## src/rtl/edge_detect_pkg.sv

```systemverilog
// Shared definitions for the multi-channel edge detector: the per-channel
// mode field type and its encodings.
package edge_detect_pkg;

  typedef logic [1:0] mode_t;

  localparam mode_t MODE_OFF  = 2'b00;
  localparam mode_t MODE_RISE = 2'b01;
  localparam mode_t MODE_FALL = 2'b10;
  localparam mode_t MODE_BOTH = 2'b11;

  // Select the reported edge for one channel from its rise/fall pulses.
  function automatic logic mode_select(mode_t mode, logic rise, logic fall);
    logic sel;
    case (mode)
      MODE_OFF:  sel = 1'b0;
      MODE_RISE: sel = rise;
      MODE_FALL: sel = fall;
      MODE_BOTH: sel = rise | fall;
      default:   sel = 1'b0;
    endcase
    return sel;
  endfunction

endpackage

```

## src/rtl/edge_detect_chan.sv

```systemverilog
// One edge-detect channel: async-input synchroniser, consecutive-sample
// debounce filter, registered rise/fall/edge pulses and a sticky pending flag.
module edge_detect_chan
  import edge_detect_pkg::*;
#(
  parameter int SYNC_STAGES = 2,
  parameter int FILTER_LEN  = 1
) (
  input  logic  clk,
  input  logic  rst,
  input  logic  sig_in,
  input  mode_t mode,
  input  logic  clr,
  output logic  level_out,
  output logic  rise_pulse,
  output logic  fall_pulse,
  output logic  edge_pulse,
  output logic  pending
);

  localparam int CNT_W = $clog2(FILTER_LEN + 1);
  // Count value at which the next differing sample commits the new level.
  localparam logic [CNT_W-1:0] CNT_LAST = CNT_W'(FILTER_LEN - 1);
  localparam logic [CNT_W-1:0] CNT_ONE  = CNT_W'(1);

  logic [SYNC_STAGES-1:0] sync_q, sync_d;
  logic [CNT_W-1:0]       cnt_q, cnt_d;
  logic                   level_q, level_d;
  logic                   rise_q, rise_d;
  logic                   fall_q, fall_d;
  logic                   edge_q, edge_d;
  logic                   pending_q, pending_d;
  logic                   sync_val;
  logic                   update;

  // Synchroniser shift chain; stage 0 captures the raw asynchronous input.
  always_comb begin
    sync_d    = sync_q;
    sync_d[0] = sig_in;
    for (int i = 1; i < SYNC_STAGES; i++) begin
      sync_d[i] = sync_q[i-1];
    end
  end

  // Debounce: the level only moves after FILTER_LEN consecutive differing samples.
  always_comb begin
    sync_val = sync_q[SYNC_STAGES-1];
    cnt_d    = cnt_q;
    level_d  = level_q;
    update   = 1'b0;
    if (sync_val == level_q) begin
      cnt_d = '0;
    end else if (cnt_q == CNT_LAST) begin
      level_d = sync_val;
      cnt_d   = '0;
      update  = 1'b1;
    end else begin
      cnt_d = cnt_q + CNT_ONE;
    end
  end

  // Pulses are computed with the level update so they align with the new level_out.
  always_comb begin
    rise_d = update & sync_val;
    fall_d = update & ~sync_val;
    edge_d = mode_select(mode, rise_d, fall_d);
  end

  // Sticky pending flag: a reported edge beats a simultaneous clear.
  always_comb begin
    if (edge_q) begin
      pending_d = 1'b1;
    end else if (clr) begin
      pending_d = 1'b0;
    end else begin
      pending_d = pending_q;
    end
  end

  // State registers with synchronous reset discarding counts and in-flight pulses.
  always_ff @(posedge clk) begin
    if (rst) begin
      sync_q    <= '0;
      cnt_q     <= '0;
      level_q   <= 1'b0;
      rise_q    <= 1'b0;
      fall_q    <= 1'b0;
      edge_q    <= 1'b0;
      pending_q <= 1'b0;
    end else begin
      sync_q    <= sync_d;
      cnt_q     <= cnt_d;
      level_q   <= level_d;
      rise_q    <= rise_d;
      fall_q    <= fall_d;
      edge_q    <= edge_d;
      pending_q <= pending_d;
    end
  end

  assign level_out  = level_q;
  assign rise_pulse = rise_q;
  assign fall_pulse = fall_q;
  assign edge_pulse = edge_q;
  assign pending    = pending_q;

endmodule

```

## src/rtl/edge_detect_multi.sv

```systemverilog
// Multi-channel edge detector: CH_NUM independent channels plus one
// OR-reduced interrupt request built from enabled pending flags.
module edge_detect_multi
  import edge_detect_pkg::*;
#(
  parameter int CH_NUM      = 4,
  parameter int SYNC_STAGES = 2,
  parameter int FILTER_LEN  = 1
) (
  input  logic                clk,
  input  logic                rst,
  input  logic [CH_NUM-1:0]   sig_in,
  input  logic [2*CH_NUM-1:0] mode,
  input  logic [CH_NUM-1:0]   clr,
  input  logic [CH_NUM-1:0]   irq_en,
  output logic [CH_NUM-1:0]   level_out,
  output logic [CH_NUM-1:0]   rise_pulse,
  output logic [CH_NUM-1:0]   fall_pulse,
  output logic [CH_NUM-1:0]   edge_pulse,
  output logic [CH_NUM-1:0]   pending,
  output logic                irq
);

  for (genvar gi = 0; gi < CH_NUM; gi++) begin : g_chan
    edge_detect_chan #(
      .SYNC_STAGES (SYNC_STAGES),
      .FILTER_LEN  (FILTER_LEN)
    ) u_chan (
      .clk        (clk),
      .rst        (rst),
      .sig_in     (sig_in[gi]),
      .mode       (mode[2*gi +: 2]),
      .clr        (clr[gi]),
      .level_out  (level_out[gi]),
      .rise_pulse (rise_pulse[gi]),
      .fall_pulse (fall_pulse[gi]),
      .edge_pulse (edge_pulse[gi]),
      .pending    (pending[gi])
    );
  end

  // Interrupt request follows pending directly so it adds no latency.
  always_comb begin
    irq = |(pending & irq_en);
  end

endmodule

```

## config.mk

```make
export PLATFORM = sky130hd
export DESIGN_NAME = edge_detect_multi
export DESIGN_NICKNAME = d
export VERILOG_FILES = /design/src/rtl/edge_detect_pkg.sv /design/src/rtl/edge_detect_chan.sv /design/src/rtl/edge_detect_multi.sv
export SDC_FILE = /design/constraint.sdc
export NUM_CORES = 1
export LEC_CHECK = 0
export ABC_AREA = 0
export CORE_ASPECT_RATIO = 1.75
export CORE_MARGIN = 1
export CORE_UTILIZATION = 42
export DETAILED_ROUTE_END_ITERATION = 7
export GPL_ROUTABILITY_DRIVEN = 1
export PLACE_DENSITY = 0.78
export SLEW_MARGIN = 20
export SYNTH_ARGS = -nofsm -noshare
export SYNTH_HDL_FRONTEND = slang
export SYNTH_SLANG_ARGS = --single-unit
```

## constraint.sdc

```tcl
create_clock -name clk -period 1.27 [get_ports clk]
set_clock_uncertainty 0.1 [all_clocks]
set_input_delay 0.254 -clock clk [delete_from_list [all_inputs] [get_ports clk]]
set_output_delay 0.254 -clock clk [all_outputs]
set_load 0.05 [all_outputs]
```

==> After elaboration in Yosys (flattened, before gate mapping) <==
Cells that the tools add are included.
{ "classes": {"addsub": 4, "n_eq_ne": 16, "mux": 20, "bitwise": 25, "n_reduce_logical": 17} }
{ "op_table": {"columns": ["operator", "n"], "rows": [
  ["equality test 2 bit (second input constant)", 8],
  ["two-way mux 1 bit", 16],
  ["one-hot mux 1 bit (4 select lines)", 4],
  ["NOT 1 bit", 12],
  ["OR reduction 3 bit", 4],
  ["AND 1 bit", 8],
  ["equality test 2 x 1 -> 1 bit (second input constant)", 4],
  ["logical NOT 2 bit", 4],
  ["AND reduction 2 bit", 4],
  ["nonzero test 2 bit", 4],
  ["adder 1 bit (second input constant)", 4],
  ["AND 4 bit", 1],
  ["equality test 1 bit", 4],
  ["bitwise OR 1 bit", 4],
  ["OR reduction 4 bit", 1]
]} }
{ "totals": {"register_bits": 32, "in_bits": 22, "out_inout_bits": 21, "elab_cells": 110} }

==> Depth between registers and ports, before layout <==
Gate-level depths: netlist of the first run.
{ "depth": {"word_depth": 5, "ltp_mapped": 3, "mapped_depth_nobuf": 2} }

==> Cells and area by module <==
Synthesis of the first run repeated with hierarchy kept, for this count alone.
{ "hier_totals": {"hier_cells": 87, "area_unflattened_um2": 1019.7} }
{ "modules_own_cells": {"columns": ["mod", "instances", "cells_per_inst", "area_per_inst_um2"], "rows": [
  ["edge_detect_chan", 4, 21, 250.2],
  ["edge_detect_multi", 1, 3, 18.8]
]} }

==> Worst setup path before layout of the first run <==
No wires, ideal clock.
{ "synth_timing": {"path_type": "register -> output", "from": "reg g_chan[1].u_chan.pending_q", "to": "out irq", "t_arrival_ns": 0.764, "required_time_ns": 0.916, "path_slack_ns": 0.152, "stages_incl_launch_ff": 3, "cell_sequence": "dfxtp_1 -> a22oi_1 -> nand2_1"} }
{ "synth_via": {"elab_chain_cells": 2} }
{ "synth_lines": {"columns": ["item", "line_no", "source"], "rows": [
  ["start, declared", "edge_detect_chan.sv:32", "logic pending_q, pending_d;"],
  ["start signal, assigned", "edge_detect_chan.sv:97", "pending_q <= pending_d;"],
  ["AND 4 bit", "edge_detect_multi.sv:44", "irq = |(pending & irq_en);"],
  ["OR reduction 4 bit", "edge_detect_multi.sv:44", null],
  ["end, declared", "edge_detect_multi.sv:21", "output logic irq"]
]} }
Every way passes these cells.

==> Worst setup path after layout of the first run <==
Ends and elaborated chain as after synthesis.

==> out/qor.yml, run 1 <==
clk-insertion-delay-late_ns: 0.29
synth_cells: 98
intPower_mw: 1.53
grt_pass1_vias: 749
power.share.clock: 0.359
drtPass1Iterations: 3
ys_ff_latch: 32
die_h_microns: 70.3
synth_area_sq_um: 1120
drt_drc_violations_left: 0
rsz0062_at_grt: "true"
htreeDepth: 2
cp-startpoint: "g_chan[1].u_chan.pending$_SDFFE_PP0P_"
switching_share: 0.224
crit_path_max_incr_delay_ns: 0.32
grt.overflow.total: 0
yosysMostFrequentCell: "dfxtp_1"
critPathTopFamily: "flip-flops"
die_w_microns: 41.0
synth-seq-area-share: 0.573
root_buffer: "clkbuf_8"
grt_util_all_layers: 0.180
final_core_util: 0.735
power_density_nw_per_um2: 1080
drv_slew: 0
fmax_mhz: 686
maxCapViolations: 0
hold_depth: 1
netlist_top_cells_count: "dfxtp_1, buf_4, nor2b_1"
p_leak_nw: 0.721
place.gp.congestion: 0.677
pwr-share-comb: 0.103
rrSetupSlack_ns: 0.26
cts_buffers: 5
path_class: "register to output port"
setup.worst_path.end: "irq"
min_period_ns: 1.46
path_buf_inv: 1
finalSetupTns_ns: -0.189
ios: 43
dpl.hpwl_microns: 1600
finalSetupViolations: 1
period_share: 1.15
ys_types: 16
critPathLaunchType: "register"
worst-path-stages: 3
grt_max_degree: 17
avgSynthCellArea_sq_um: 11.4
final-hold-violation-count: 0
antenna_cells: 0
placementRows: 24
crit_arrival_ns: 1.10
coreArea_sq_um: 2490
ys_warn_count: 0
power_switching_uw: 442
num_vias: 765
path_max_fanout: 2
status: "finished, violations left"
synth-edff-count: 0
reg2reg_depth: 2
netlist.area_leader.share: 0.573
fin_ws_ns: -0.189
nets: 157
hp-class: "register to register"
drtIter0Drc: 7
grt_pass1_wl_microns: 3240
cp_cell_sequence: "a22oi_2 -> nand2_2 -> buf_12"
r2r-start: "g_chan[3].u_chan.cnt_q$_SDFF_PP0_"
synth.largest_area_cell: "dfxtp_1"
seqPwrFrac: 0.538
drive_gt1_frac: 0.385
clock-sinks: 32
post-cts-setup-buffers: 0
area_growth_pct: 63.9
cp_slowest_cell: "dfxtp_2"
clkTransAtPathRegs_ns: 0.06
wl_per_cell_microns: 13.5
initial_utilization: 0.449
dieArea_sq_um: 2880
portBuffers: 42
async_flop_share: 0
yosys_most_used_dff: "dfxtp_1"
yosys-top-cells-area: "dfxtp_1, buf_4, nor2b_1, nor4b_2, nor4b_1"
peakVddDrop_mv: 0.946
endpoint_kind: "output port"
r2r-end: "g_chan[3].u_chan.edge_pulse$_SDFF_PP0_"
vias_per_cell: 4.75
routed_wl_microns: 2170
antenna_found_initial: 0
violations: "negative setup slack"
cts_tree: "built"
drtAntennaViolNets: 0
cts_max_path_buffers: 2
cp.required_ns: 0.92
metal layers:
layer	part of all wire	track usage
met5	0	0
met4	0.033	0.122
met3	0.10	0.105
met2	0.55	0.295
met1	0.31	0.137
stage by stage:
| step | cell area, sq um | setup slack, ns | power (mW) | hold slack (ns) | std cells |
|---|---|---|---|---|---|
| after detailed placement | 1690 | -0.334 | 1.28 | 0.330 | 154 |
| after floorplan | 1130 | 0.152 | 1.16 | 0.243 | 101 |
| after global placement | 1690 | -0.244 | 1.27 | 0.319 | 154 |
| after CTS | 1800 | -0.159 | 2.00 | 0.341 | 161 |
| after global routing | 1830 | -0.235 | 2.05 | 0.352 | 161 |
| final | 1830 | -0.189 | 1.97 | 0.335 | 161 |
flip-flops by register name (all words and copies together) (netlist names):
name                      cells
g_chan.u_chan.edge_pulse      4
g_chan.u_chan.level_out       4
g_chan.u_chan.rise_pulse      4
g_chan.u_chan.fall_pulse      4
g_chan.u_chan.sync_q          8
g_chan.u_chan.pending         4
g_chan.u_chan.cnt_q           4
cell families (layout without fill, tap and decap cells):
kind of cell           count (synthesis)  in the layout  share of synthesized area
flip-flops                            32             32                      0.573
buffers and inverters                 26             60                      0.162
AND/OR/NAND/NOR                       25             25                      0.163
AO/OA/AOI/OAI                         10             10                     0.0626
multiplexers                           4              4                     0.0358
other                                  1              4                    0.00335
layout make-up:
| cell class | instances | area (sq um) |
|---|---|---|
| timing repair buffer | 49 | 698 |
| fill | 172 | 659 |
| sequential | 32 | 649 |
| multi-input combinational | 43 | 360 |
| clock buffer | 6 | 72.6 |
| tap | 26 | 32.5 |
| inverter | 4 | 15.0 |
| clock inverter | 1 | 5.00 |
worst min-delay path by stage:
stage,start,end,slack (ns)
2_1_floorplan,rst,g_chan[2].u_chan.rise_pulse$_SDFF_PP0_,0.24
3_3_place_gp,g_chan[2].u_chan.sync_q[0]$_SDFF_PP0_,g_chan[2].u_chan.sync_q[1]$_SDFF_PP0_,0.32
3_5_place_dp,g_chan[2].u_chan.sync_q[0]$_SDFF_PP0_,g_chan[2].u_chan.sync_q[1]$_SDFF_PP0_,0.33
4_1_cts,g_chan[2].u_chan.sync_q[0]$_SDFF_PP0_,g_chan[2].u_chan.sync_q[1]$_SDFF_PP0_,0.34
5_1_grt,g_chan[1].u_chan.sync_q[0]$_SDFF_PP0_,g_chan[1].u_chan.sync_q[1]$_SDFF_PP0_,0.35
6_report,g_chan[2].u_chan.sync_q[0]$_SDFF_PP0_,g_chan[2].u_chan.sync_q[1]$_SDFF_PP0_,0.34
layout by cell type (no fill, tap or decap), drive strengths merged:
| cell | synthesis | layout |
|---|---|---|
| clkinv | 0 | 1 |
| a21oi | 4 | 4 |
| conb | 1 | 4 |
| clkdlybuf4s50 | 0 | 17 |
| dlymetal6s2s | 0 | 1 |
| inv | 4 | 4 |
| clkbuf | 0 | 6 |
| dlygate4sd2 | 0 | 3 |
| buf | 22 | 28 |
| mux2i | 4 | 4 |
| nor2b | 8 | 8 |
| nand2b | 4 | 4 |
| nor4b | 8 | 8 |
| a22o | 4 | 4 |
| nand2 | 1 | 1 |
| nor2 | 4 | 4 |
| dfxtp | 32 | 32 |
| a22oi | 2 | 2 |
power by group through the flow:
stage / combinational (mW) / sequential, mW / clock (mW)
after floorplan: 0.0878 / 1.07 / 0
after global placement: 0.196 / 1.08 / 0
after detailed placement: 0.200 / 1.08 / 0
after CTS: 0.201 / 1.06 / 0.738
after global routing: 0.214 / 1.06 / 0.771
final: 0.203 / 1.06 / 0.707
worst register-to-register path: stages, from the launching register on:
cell and delay (ns):
dfxtp_1 0.34, nor4b_2 0.34, a22o_1 0.17
what timing repair did:
action,CTS,global route
endpoints found under the setup margin,4,8
pin swaps,3,2
hold buffers,0,0
hold endpoints to repair,0,0
gates resized for setup,11,10
No activity file was read; power rests on OpenSTA's default activity.
==> run 2, diff against run 1 <==
--- a/config.mk
+++ b/config.mk
@@ -11,6 +11,7 @@
 export CORE_UTILIZATION = 42
 export DETAILED_ROUTE_END_ITERATION = 7
 export GPL_ROUTABILITY_DRIVEN = 1
+export GPL_TIMING_DRIVEN = 0
 export PLACE_DENSITY = 0.78
 export SLEW_MARGIN = 20
 export SYNTH_ARGS = -nofsm -noshare
==> out/qor.yml, run 2 (synthesis results as in run 1) <==
status: "finished, violations left"  # unchanged
violations: "negative setup slack"  # unchanged
finalSetupTns_ns: -0.0674  # was -0.189 ns
final_common_cell: "buf_4"  # was dfxtp_1
die_w_microns: 41.0  # unchanged
drv_slew: 0  # unchanged
hp-class: "register to register"  # unchanged
p_leak_nw: 0.752  # was 0.721 nW
stdcell_area_sq_um: 1700  # was 1830 sq um
antenna_cells: 0  # unchanged
power_density_nw_per_um2: 1170  # was 1080 nW/um^2
portBuffers: 42  # unchanged
grt_max_degree: 11  # was 17
drtIter0Drc: 12  # was 7
place_inst: 169  # was 154
final_core_util: 0.683  # was 0.735
pre_cts_ws_ns: -0.728  # was -0.334 ns
top_register: "g_chan.u_chan.sync_q"  # unchanged
place.gp.congestion: 0.681  # was 0.677
grt_util_all_layers: 0.179  # was 0.180
cts_tree: "built"  # unchanged
cp.required_ns: 0.92  # about the same
clock-sinks: 32  # unchanged
routed_wl_microns: 2060  # was 2170 microns
fmax_mhz: 748  # was 686 MHz
num_vias: 807  # was 765
drtPass1Iterations: 4  # was 3
nets: 173  # was 157
drt_drc_violations_left: 0  # unchanged
crit_path_max_incr_delay_ns: 0.34  # was 0.32 ns
final_cell_mix: "buf_4, dfxtp_1, clkdlybuf4s50_1"  # was dfxtp_1, buf_12, clkdlybuf4s50_1
peakVddDrop_mv: 1.20  # was 0.946 mV
largest_reg_flops: 8  # unchanged
path_max_fanout: 3  # was 2
min_period_ns: 1.34  # was 1.46 ns
period_share: 1.05  # was 1.15
critPathLaunchType: "register"  # unchanged
placementRows: 24  # unchanged
grt_pass1_vias: 805  # was 749
fin_ws_ns: -0.0674  # was -0.189 ns
root_buffer: "clkbuf_8"  # unchanged
cp_cell_sequence: "a22oi_2 -> nand2_1 -> buf_6"  # was a22oi_2 -> nand2_2 -> buf_12
p_total_mw: 1.99  # was 1.97 mW
path_class: "register to output port"  # unchanged
drive_gt1_frac: 0.414  # was 0.385
htreeDepth: 2  # unchanged
vias_per_cell: 4.53  # was 4.75
cp_slowest_cell: "dfxtp_2"  # unchanged
holdWs_ns: 0.340  # was 0.335 ns
rsz0062_at_grt: "true"  # unchanged
endpoint_kind: "output port"  # unchanged
ios: 43  # unchanged
cts_max_path_buffers: 2  # unchanged
maxCapViolations: 0  # unchanged
coreArea_sq_um: 2490  # unchanged
die_h_microns: 70.3  # unchanged
clk-insertion-delay-late_ns: 0.27  # was 0.29 ns
layout.cells.non_filler: 178  # was 161
dieArea_sq_um: 2880  # unchanged
initial_utilization: 0.449  # unchanged
wl_per_cell_microns: 11.6  # was 13.5 microns
drtAntennaViolNets: 0  # unchanged
crit_arrival_ns: 0.98  # was 1.10 ns
grt.overflow.total: 0  # unchanged
clkTransAtPathRegs_ns: 0.06  # about the same
antenna_found_initial: 0  # unchanged
area_growth_pct: 52.1  # was 63.9%
place_area_sq_um: 1580  # was 1690 sq um
cts_buffers: 5  # unchanged
final-hold-violation-count: 0  # unchanged
finalSetupViolations: 1  # unchanged
dpl.hpwl_microns: 1510  # was 1600 microns
grt_pass1_wl_microns: 3350  # was 3240 microns
[run 2: what timing repair did]
action | 4_1_cts | 5_1_grt
hold buffers | 0 | 0
endpoints found under the hold margin | 0 | 0
pin swaps | 3 | 3
gates resized for setup | 148 | 9
buffers inserted | 0 | 1
setup endpoints to repair | 34 | 10
[run 2: where the power goes]
| group | leakage (nW) | switching [mW] | internal [mW] |
|---|---|---|---|
| clock network | 0.0455 | 0.321 | 0.441 |
| logic | 0.441 | 0.0763 | 0.104 |
| registers | 0.266 | 0.0186 | 1.03 |
| total | 0.752 | 0.416 | 1.58 |
[run 2: cell type report]
cell class,count,area (sq um)
inverter,4,15.0
sequential,32,651
timing repair buffer,43,429
clock buffer,8,90.1
multi-input combinational,43,318
buffer,22,166
tap,26,32.5
fill,200,791
[run 2: final timing paths]
path	from	cells after the start	to	slack, ns
setup / recovery	g_chan[1].u_chan.pending$_SDFFE_PP0P_	3	irq	-0.07
hold / removal	g_chan[0].u_chan.edge_pulse$_SDFF_PP0_	2	g_chan[0].u_chan.pending$_SDFFE_PP0P_	0.34
setup reg to reg	g_chan[0].u_chan.level_out$_SDFFE_PP0N_	3	g_chan[0].u_chan.edge_pulse$_SDFF_PP0_	0.18
hold reg to reg	g_chan[0].u_chan.edge_pulse$_SDFF_PP0_	2	g_chan[0].u_chan.pending$_SDFFE_PP0P_	0.34
[run 2: critical path: cells and delay by family (launching register included)]
family	cells	cell delay, ns
simple gates	1	0.08
buf+inv	1	0.15
flops	1	0.34
compound gates	1	0.14
[run 2: metal layers]
layer / vias to the layer above / GRT usage / routed length [microns]
li1: 406 / - / -
met1: 363 / 0.150 / 668
met2: 34 / 0.300 / 1160
met3: 4 / 0.0825 / 178
met4: 0 / 0.111 / 51
met5: - / 0 / 0
